===== src/rtl/draw_scheduler.sv =====
// Command queue and sequencer for the circle engine, with a full-screen clear sweep.
// Owns the VGA plot bus and hands it to the engine only while a circle is running.
module draw_scheduler #(
    parameter int          DEPTH        = 4,
    parameter int          SCREEN_W     = 160,
    parameter int          SCREEN_H     = 120,
    parameter logic [2:0]  CLEAR_COLOUR = 3'b000
) (
    input  logic       i_clk,
    input  logic       i_rst,
    input  logic       i_cmd_valid,
    output logic       o_cmd_ready,
    input  logic [7:0] i_cmd_x,
    input  logic [6:0] i_cmd_y,
    input  logic [7:0] i_cmd_r,
    input  logic [2:0] i_cmd_colour,
    input  logic       i_clear_req,
    output logic       o_busy,
    output logic       o_circ_start,
    input  logic       i_circ_done,
    output logic [7:0] o_circ_centre_x,
    output logic [6:0] o_circ_centre_y,
    output logic [7:0] o_circ_radius,
    output logic [2:0] o_circ_colour,
    input  logic [7:0] i_circ_vga_x,
    input  logic [6:0] i_circ_vga_y,
    input  logic [2:0] i_circ_vga_colour,
    input  logic       i_circ_vga_plot,
    output logic [7:0] o_vga_x,
    output logic [6:0] o_vga_y,
    output logic [2:0] o_vga_colour,
    output logic       o_vga_plot
);

    localparam int             AW       = $clog2(DEPTH);
    localparam logic [AW:0]    FULL_CNT = (AW+1)'(DEPTH);
    localparam logic [AW:0]    CNT_ONE  = (AW+1)'(1);
    localparam logic [AW-1:0]  PTR_ONE  = AW'(1);
    localparam logic [7:0]     SX_LAST  = 8'(SCREEN_W - 1);
    localparam logic [6:0]     SY_LAST  = 7'(SCREEN_H - 1);

    typedef struct packed {
        logic [7:0] x;
        logic [6:0] y;
        logic [7:0] r;
        logic [2:0] colour;
    } cmd_t;

    typedef enum logic [2:0] {S_IDLE, S_CLEAR, S_LOAD, S_RUN, S_RELEASE} state_t;

    state_t        r_state;
    state_t        w_next;
    cmd_t          r_mem [DEPTH];
    cmd_t          r_circ;
    logic [AW-1:0] r_wr_ptr;
    logic [AW-1:0] r_rd_ptr;
    logic [AW:0]   r_count;
    logic          r_clear_pending;
    logic          r_circ_start;
    logic [7:0]    r_sx;
    logic [6:0]    r_sy;

    logic w_full;
    logic w_empty;
    logic w_push;
    logic w_pop;
    logic w_go_clear;
    logic w_sweep_last;

    // Full is judged on the registered count alone, so a same-cycle pop never frees a slot.
    assign w_full       = (r_count == FULL_CNT);
    assign w_empty      = (r_count == '0);
    assign w_push       = i_cmd_valid && !w_full;
    assign w_go_clear   = (r_state == S_IDLE) && r_clear_pending;
    assign w_pop        = (r_state == S_IDLE) && !r_clear_pending && !w_empty;
    assign w_sweep_last = (r_sx == SX_LAST) && (r_sy == SY_LAST);

    assign o_cmd_ready     = !w_full;
    assign o_busy          = (r_state != S_IDLE) || !w_empty || r_clear_pending;
    assign o_circ_start    = r_circ_start;
    assign o_circ_centre_x = r_circ.x;
    assign o_circ_centre_y = r_circ.y;
    assign o_circ_radius   = r_circ.r;
    assign o_circ_colour   = r_circ.colour;

    // NOTE: every variable gets a default before the case, so no path can infer a latch.
    always_comb begin
        w_next = r_state;
        case (r_state)
            S_IDLE: begin
                if (w_go_clear)  w_next = S_CLEAR;
                else if (w_pop)  w_next = S_LOAD;
            end
            S_CLEAR:   if (w_sweep_last) w_next = S_IDLE;
            S_LOAD:    w_next = S_RUN;
            S_RUN:     if (i_circ_done) w_next = S_RELEASE;
            S_RELEASE: w_next = S_IDLE;
            default:   w_next = S_IDLE;
        endcase
    end

    always_comb begin
        o_vga_x      = '0;
        o_vga_y      = '0;
        o_vga_colour = '0;
        o_vga_plot   = 1'b0;
        if (r_state == S_CLEAR) begin
            o_vga_x      = r_sx;
            o_vga_y      = r_sy;
            o_vga_colour = CLEAR_COLOUR;
            o_vga_plot   = 1'b1;
        end else if (r_state == S_RUN) begin
            o_vga_x      = i_circ_vga_x;
            o_vga_y      = i_circ_vga_y;
            o_vga_colour = i_circ_vga_colour;
            o_vga_plot   = i_circ_vga_plot;
        end
    end

    // NOTE: state registers use non-blocking assignments so all of them update together.
    always_ff @(posedge i_clk or posedge i_rst) begin
        if (i_rst) begin
            r_state         <= S_IDLE;
            r_circ_start    <= 1'b0;
            r_clear_pending <= 1'b0;
            r_circ          <= '0;
            r_wr_ptr        <= '0;
            r_rd_ptr        <= '0;
            r_count         <= '0;
            r_sx            <= '0;
            r_sy            <= '0;
        end else begin
            r_state      <= w_next;
            r_circ_start <= (w_next == S_RUN);

            // A request arriving on the clear transition itself keeps the flag for a second sweep.
            if (i_clear_req)     r_clear_pending <= 1'b1;
            else if (w_go_clear) r_clear_pending <= 1'b0;

            if (w_push) r_wr_ptr <= r_wr_ptr + PTR_ONE;
            if (w_pop) begin
                r_rd_ptr <= r_rd_ptr + PTR_ONE;
                r_circ   <= r_mem[r_rd_ptr];
            end
            case ({w_push, w_pop})
                2'b10:   r_count <= r_count + CNT_ONE;
                2'b01:   r_count <= r_count - CNT_ONE;
                default: r_count <= r_count;
            endcase

            if (w_go_clear) begin
                r_sx <= '0;
                r_sy <= '0;
            end else if (r_state == S_CLEAR) begin
                if (r_sx == SX_LAST) begin
                    r_sx <= '0;
                    r_sy <= r_sy + 7'd1;
                end else begin
                    r_sx <= r_sx + 8'd1;
                end
            end
        end
    end

    // NOTE: queue storage is not reset; resetting the pointers and count is what flushes it.
    always_ff @(posedge i_clk) begin
        if (w_push) r_mem[r_wr_ptr] <= '{x: i_cmd_x, y: i_cmd_y, r: i_cmd_r, colour: i_cmd_colour};
    end

endmodule


===== config.mk =====
export PLATFORM = sky130hd
export DESIGN_NAME = draw_scheduler
export DESIGN_NICKNAME = d
export VERILOG_FILES = /design/src/rtl/draw_scheduler.sv
export SDC_FILE = /design/constraint.sdc
export NUM_CORES = 1
export LEC_CHECK = 0
export CELL_PAD_IN_SITES_DETAIL_PLACEMENT = 1
export CELL_PAD_IN_SITES_GLOBAL_PLACEMENT = 1
export CORE_MARGIN = 2
export CORE_UTILIZATION = 40
export DETAILED_ROUTE_END_ITERATION = 16
export DONT_BUFFER_PORTS = 1
export HOLD_SLACK_MARGIN = 0.06
export PLACE_DENSITY = 0.71
export SLEW_MARGIN = 40
export SYNTH_ARGS = -nofsm -noshare
export SYNTH_HDL_FRONTEND = slang
export SYNTH_SLANG_ARGS = --single-unit
export TNS_END_PERCENT = 20

===== constraint.sdc =====
create_clock -name i_clk -period 6.8 [get_ports i_clk]
set_input_delay 0.34 -clock i_clk [delete_from_list [all_inputs] [get_ports i_clk]]
set_output_delay 0.34 -clock i_clk [all_outputs]
set_load 0.03 [all_outputs]

Yosys cells after proc, flatten, opt, wreduce, memory -nomap -nowiden
Memory sizes are Yosys's and may differ from the RTL's. A register that Yosys moved wholly into a read port is not among the register bits.
Cells that the tools add are included.
{ "totals": {"reg_bits": 27, "ramBits": 104, "inputBits": 50, "out_inout_bits": 48, "word_cells": 66, "n_memories": 1} }
{ "classes": {"addsub": 6, "n_eq_ne": 9, "mux": 24, "reduce_logical": 18} }
{ "mem_list": {"columns": ["name", "words", "word_bits", "read_ports", "rd_ports_with_merged_regs", "write_ports", "line", "text"], "rows": [
  ["r_mem", 4, 26, 1, 1, 1, "53", "cmd_t r_mem [DEPTH];"]
]} }
{ "op_table": {"columns": ["op", "count"], "rows": [
  ["two-way mux 8 bit", 5],
  ["two-way mux 7 bit", 5],
  ["two-way mux 3 bit", 6],
  ["case mux 3 bit (4 select lines)", 1],
  ["== test 3 x 2 -> 1 bit (second input constant)", 3],
  ["adder 8 x 1 -> 8 bit (second input constant)", 1],
  ["== test 8 bit (second input constant)", 1],
  ["nonzero test 2 bit", 4],
  ["adder 7 x 1 -> 7 bit (second input constant)", 1],
  ["== test 7 bit (second input constant)", 1],
  ["logical NOT 3 bit", 2],
  ["two-way mux 1 bit", 6],
  ["case mux 3 bit (2 select lines)", 1],
  ["logical AND 1 bit", 5],
  ["adder 2 x 1 -> 2 bit (second input constant)", 2],
  ["adder 3 x 1 -> 3 bit (second input constant)", 1],
  ["== test 3 x 1 -> 1 bit (second input constant)", 1],
  ["== test 3 bit (second input constant)", 1],
  ["logical NOT 1 bit", 3],
  ["nonzero test 3 bit", 1],
  ["subtractor 3 x 1 -> 3 bit (second input constant)", 1],
  ["== test 2 x 1 -> 1 bit (second input constant)", 1],
  ["== test 2 bit (second input constant)", 1],
  ["logical OR 1 bit", 2],
  ["AND reduction 2 bit", 1]
]} }

Depth between registers and ports, before layout
{ "depth": {"ltp_word": 7, "depth_mapped": 10, "depth_no_buf": 10} }

Worst setup path after synthesis
Ideal clock, no wire load.
{ "synth_path": {"path_type": "register to register", "from": "register r_state[1]", "to": "register r_count[2]", "setup_time_ns": 0.079, "arrival_time_ns": 2.200, "setup_slack_ns": 4.521, "stages_incl_launch_ff": 10, "synth_period_minus_slack_ns": 2.279, "path_cell_list": "dfrtp_1 -> or3_1 -> nor3_2 -> buf_2 -> ha_1 -> inv_1 -> fa_1 -> xor2_1 -> nor2_1 -> xor2_1"} }
{ "synth_via": {"elab_chain_cells": 5, "word_cells_on_any_way": 7, "cone_classes": "eq/ne: 2; mux: 1; reduce/logical: 4"} }
{ "synth_rtl": {"columns": ["item", "line", "text"], "rows": [
  ["start: declaration", "51", "state_t r_state;"],
  ["start signal: assignment", "133", "r_state <= w_next;"],
  ["logical NOT 3 bit *", "75", "assign w_pop = (r_state == S_IDLE) && !r_clear_pending && !w_empty;"],
  ["logical AND 1 bit * (2 in series)", "75", null],
  ["net w_pop", "66", "logic w_pop;"],
  ["== test 2 x 1 -> 1 bit / == test 2 bit (equally long branches)", "145", "case ({w_push, w_pop})"],
  ["case mux 3 bit (2 select lines) / nonzero test 2 bit (equally long branches)", null, null],
  ["end signal: assignment", "146", "2'b10: r_count <= r_count + CNT_ONE;"],
  ["end signal: assignment", "147", "2'b01: r_count <= r_count - CNT_ONE;"],
  ["end signal: assignment", "148", "default: r_count <= r_count;"],
  ["end: declaration", "57", "logic [AW:0] r_count;"]
]} }
The timed path passes the listed nets; every way through them passes the cells marked *.
A chain may end at the register's enable or synchronous reset.

Worst setup path after layout
{ "layout_path": {"from": "register r_count[0]", "to": "register r_count[2]"} }
{ "layout_via": {"elab_chain_cells": 5, "word_cells_on_any_way": 12, "cone_classes": "add/sub: 2; eq/ne: 3; mux: 1; reduce/logical: 6"} }
{ "layout_rtl": {"columns": ["item", "line", "text"], "rows": [
  ["== test 3 bit *", "71", "assign w_full = (r_count == FULL_CNT);"],
  ["logical NOT 1 bit *", null, null],
  ["net o_cmd_ready", "12", "output logic o_cmd_ready,"],
  ["logical AND 1 bit *", "73", "assign w_push = i_cmd_valid && !w_full;"],
  ["== test 2 x 1 -> 1 bit / == test 2 bit (equally long branches)", "145", null],
  ["case mux 3 bit (2 select lines) / nonzero test 2 bit (equally long branches)", null, null]
]} }
Marks and branches as above.

==> results by group <==
Floorplanning
  – Core ar.: 15260 um^2
  – Placement Rows: 45
  – DIE WIDTH: roughly 130 um
  – Die Y: 129.3 um
  – Starting Density: 41.17%
  – I/O Pins: 98
  – Die area: 16720 um^2

Synthesis
  – Dominant cell type by area after synthesis: edfxtp_1
  – Netlist cell types: 40
  – Adder-Cell Fraction of Synth Area: 1.713%
  – Most used DFF post-synth: edfxtp_1
  – Post-Syn Area: 6282 um^2
  – FF+latch count, synth: approximately 160
  – Mapped Nets: about 410
  – EDFF count, synth: ~100
  – XOR/XNOR Fraction of Synth Area: 1.812%
  – Post-synth top cells: 104 x edfxtp_1, 53 x dfrtp_1, 26 x mux4_2, 25 x mux2_2, 14 x a22o_1
  – Post-synthesis simple-gate area fraction: 6.074%
  – Largest family of logic cells by synthesized area: multiplexers
  – Yosys warns: 0
  – Synth Area in Compound Gates: under 10%
  – Seq/Total Area, Yosys: 70.82%
  – Most numerous cell in the Yosys netlist: edfxtp_1
  – Syn Area/Cell: 17.75 um^2
  – FFs w/ async S/R, synth: 33.76%
  – Syn Inst Count: 354
  – Mux contribution to synthesized area: 14.32%
  – Synth top area cells: edfxtp_1 50%, dfrtp_1 21%, mux4_2 9.3%, mux2_2 4.5%, a22o_1 2.0%
  – Area fraction of the dominant cell type after synthesis: 49.71%

Critical path
  – WP depth: 10
  – Crit-path most repeated cell: inv_1
  – Slowest CP cell: dfrtp_1
  – Delay-heaviest family, CP: simple AND/OR/NAND/NOR gates
  – Worst endpoint required time: between 7 and 8 ns
  – Register-to-Register Path Depth: 10
  – Critical Path AT: 2.79 ns
  – Critical Path Sink Type: flop
  – WP buf/inv: 3
  – Setup crit start kind: flop
  – Slowest stage delay, CP: around 0.41 ns
  – Critical-path maximum fanout: 6
  – Crit path kind: reg2reg
  – Crit-path cells: inv_1, nand3_1, and2_1, inv_1, ha_1, inv_1, fa_1, xor2_1, nor2_1, xor2_1

Placement
  – Placed cell areas: 6549 um^2
  – RePlAce Congestion: 0.7294
  – Setup WS pre-CTS: approximately 4.3 ns
  – Final HPWL DP: between 7000 and 8000 um
  – Buffers added on ports: 0

Cells and area
  – Share of layout cells above drive strength 1: 23.83%
  – Antenna cells: 0
  – Area grow syn2layout: 17.51%
  – Post-route cell area: roughly 7400 um^2
  – NumNets Final: 452

Run status
  – Status: completed

Timing
  – RSZ-0062 raised after global routing: false
  – Transition time at the pin with the least slew margin: 0.6762 ns
  – Slew margin rel.: 54.92%
  – Worst clock skew: 0.01120 ns
  – TNS Setup: 0 ns
  – Crit path time final: 2.457 ns
  – Final period util: 36.13%
  – Final setup violation count: 0
  – Setup WS post-layout: 4.343 ns
  – Fmax: 0.4071 GHz
  – Fin. max-slew vios: 0
  – Final hold violation count: 0

CTS
  – Clock transition at the registers of the reported paths: 0.07 ns
  – H-tree Lvls: 4
  – CTS sink count: 157
  – Worst-Skew Late Latency: approximately 0.42 ns
  – Post-CTS Setup Bufs: 0
  – TritonCTS Buffers: 17
  – CTS max path bufs: 2
  – Clk root buf: clkbuf_16
  – CTS tree: built

Power and ir drop
  – Leakage: around 2.7 nW
  – VDD IR-drop max: 226.4 uV
  – Power Total: 2.304 mW
  – Pwr dens: 312.1 nW/um^2

Global route
  – Largest net degree at the start of global routing: 54
  – First-pass GRT wire length: 19820 um
  – Total GRT Usage: 16.24%
  – Initial antenna violation count: 0
  – Vias in the first global route: 3540
  – Global route overflow: 0

Run
  – Max Cap Viol: 0

Route
  – 1st-pass router iterations: 4
  – Final routed DRC violation total: 0
  – WL final: 12540 um
  – Vias: 3251
  – DRT iter0 DRCs: 134
  – DR vias/cell: 5.261
  – Final antenna-violating net count: 0
  – WL per Instance: around 20 um

Min path
  – Hold depth: 3
  – Worst hold-check path type: in2reg
[placed cells by master (no fill, tap or decap), drive strengths merged, types with 2 or more instances in the layout]
cell type and n:
clkinv 5, nand3 6, mux4 26, nor3 3, clkinvlp 5, or3 2
xnor2 5, nand2 13, nand3b 3, and2 6, mux2 27, inv 14
nand4 7, edfxtp 104, a22o 14, a21o 2, ha 7, dfrtp 53
nor2 11, and3 6, a21oi 4, clkbuf 18, buf 8, o21ai 6
o31ai 2, and4bb 2, xor2 8, dlygate4sd3 29
[routing by layer]
metal | global-route usage [%] | wire length (um) | vias up
met3 | 5.285 | 739 | 16
li1 | - | - | 1454
met4 | 6.522 | 206 | 0
met5 | 0 | 0 | -
met1 | 19.25 | 5170 | 1697
met2 | 27.52 | 6427 | 84
[flip-flops by register name, indices dropped and copies added, names as in the netlist, 3 cells and up]
| signal | flops |
|---|---|
| r_state | 3 |
| o_circ_radius | 8 |
| r_mem | 104 |
| o_circ_centre_x | 8 |
| o_circ_centre_y | 7 |
| r_sx | 8 |
| r_sy | 7 |
| o_circ_colour | 3 |
| r_count | 3 |
[timing repair]
| action | in CTS | in global routing |
|---|---|---|
| hold endpoints to repair | 112 | 0 |
| gates resized for setup | 0 | 0 |
| hold buffers | 29 | 0 |
[worst min-delay path: cells and delay by family]
kind | cells | cell delay, ns
buf+inv | 1 | 0.05
simple gates | 2 | 0.19
[power breakdown]
| group | switching, mW | leakage [nW] | internal (mW) |
|---|---|---|---|
| sequential | 0.0378 | 1.66 | 1.18 |
| combinational | 0.148 | 0.826 | 0.0817 |
| clock | 0.390 | 0.249 | 0.471 |
[cells by family after synthesis]
group                      Yosys count
muxes                               54
buffers and inverters               26
and+or+nand+nor                     65
DFF                                157
adders and majority gates            8
AOI/OAI and AO/OA                   31
xor gates and xnor gates            13
[through the flow]
step                      instances  hold slack [ns]  utilization [%]
after detailed placement        557           0.4382            42.92
after global placement          556           0.4354            42.85
final                           618           0.1994            48.38
after global routing            618           0.2320            48.38
after CTS                       618           0.1848            48.36
after floorplan                 354           0.4323                -
[layout make-up]
type	count	area, um^2
Fill cell	1433	7876
Sequential cell	157	4453
Multi-Input combinational cell	171	1734
Clock buffer	18	429.2
Timing Repair Buffer	37	354.1
Tap cell	211	264.0
Clock inverter	14	110.1
Inverter	10	37.54
[worst paths after layout]
| check | from | end | slack, ns |
|---|---|---|---|
| max reg2reg | r_count[0] | r_count[2] | 4.34 |
| min in group asynchronous | i_rst | o_circ_centre_x[7] | 0.51 |
| max | r_count[0] | r_count[2] | 4.34 |
| max in group asynchronous | i_rst | r_rd_ptr[0] | 5.87 |
| min reg2reg | r_count[2] | r_count[2] | 0.52 |
| min | i_circ_done | o_circ_start | 0.20 |
Power figures use the tool's default switching activity.
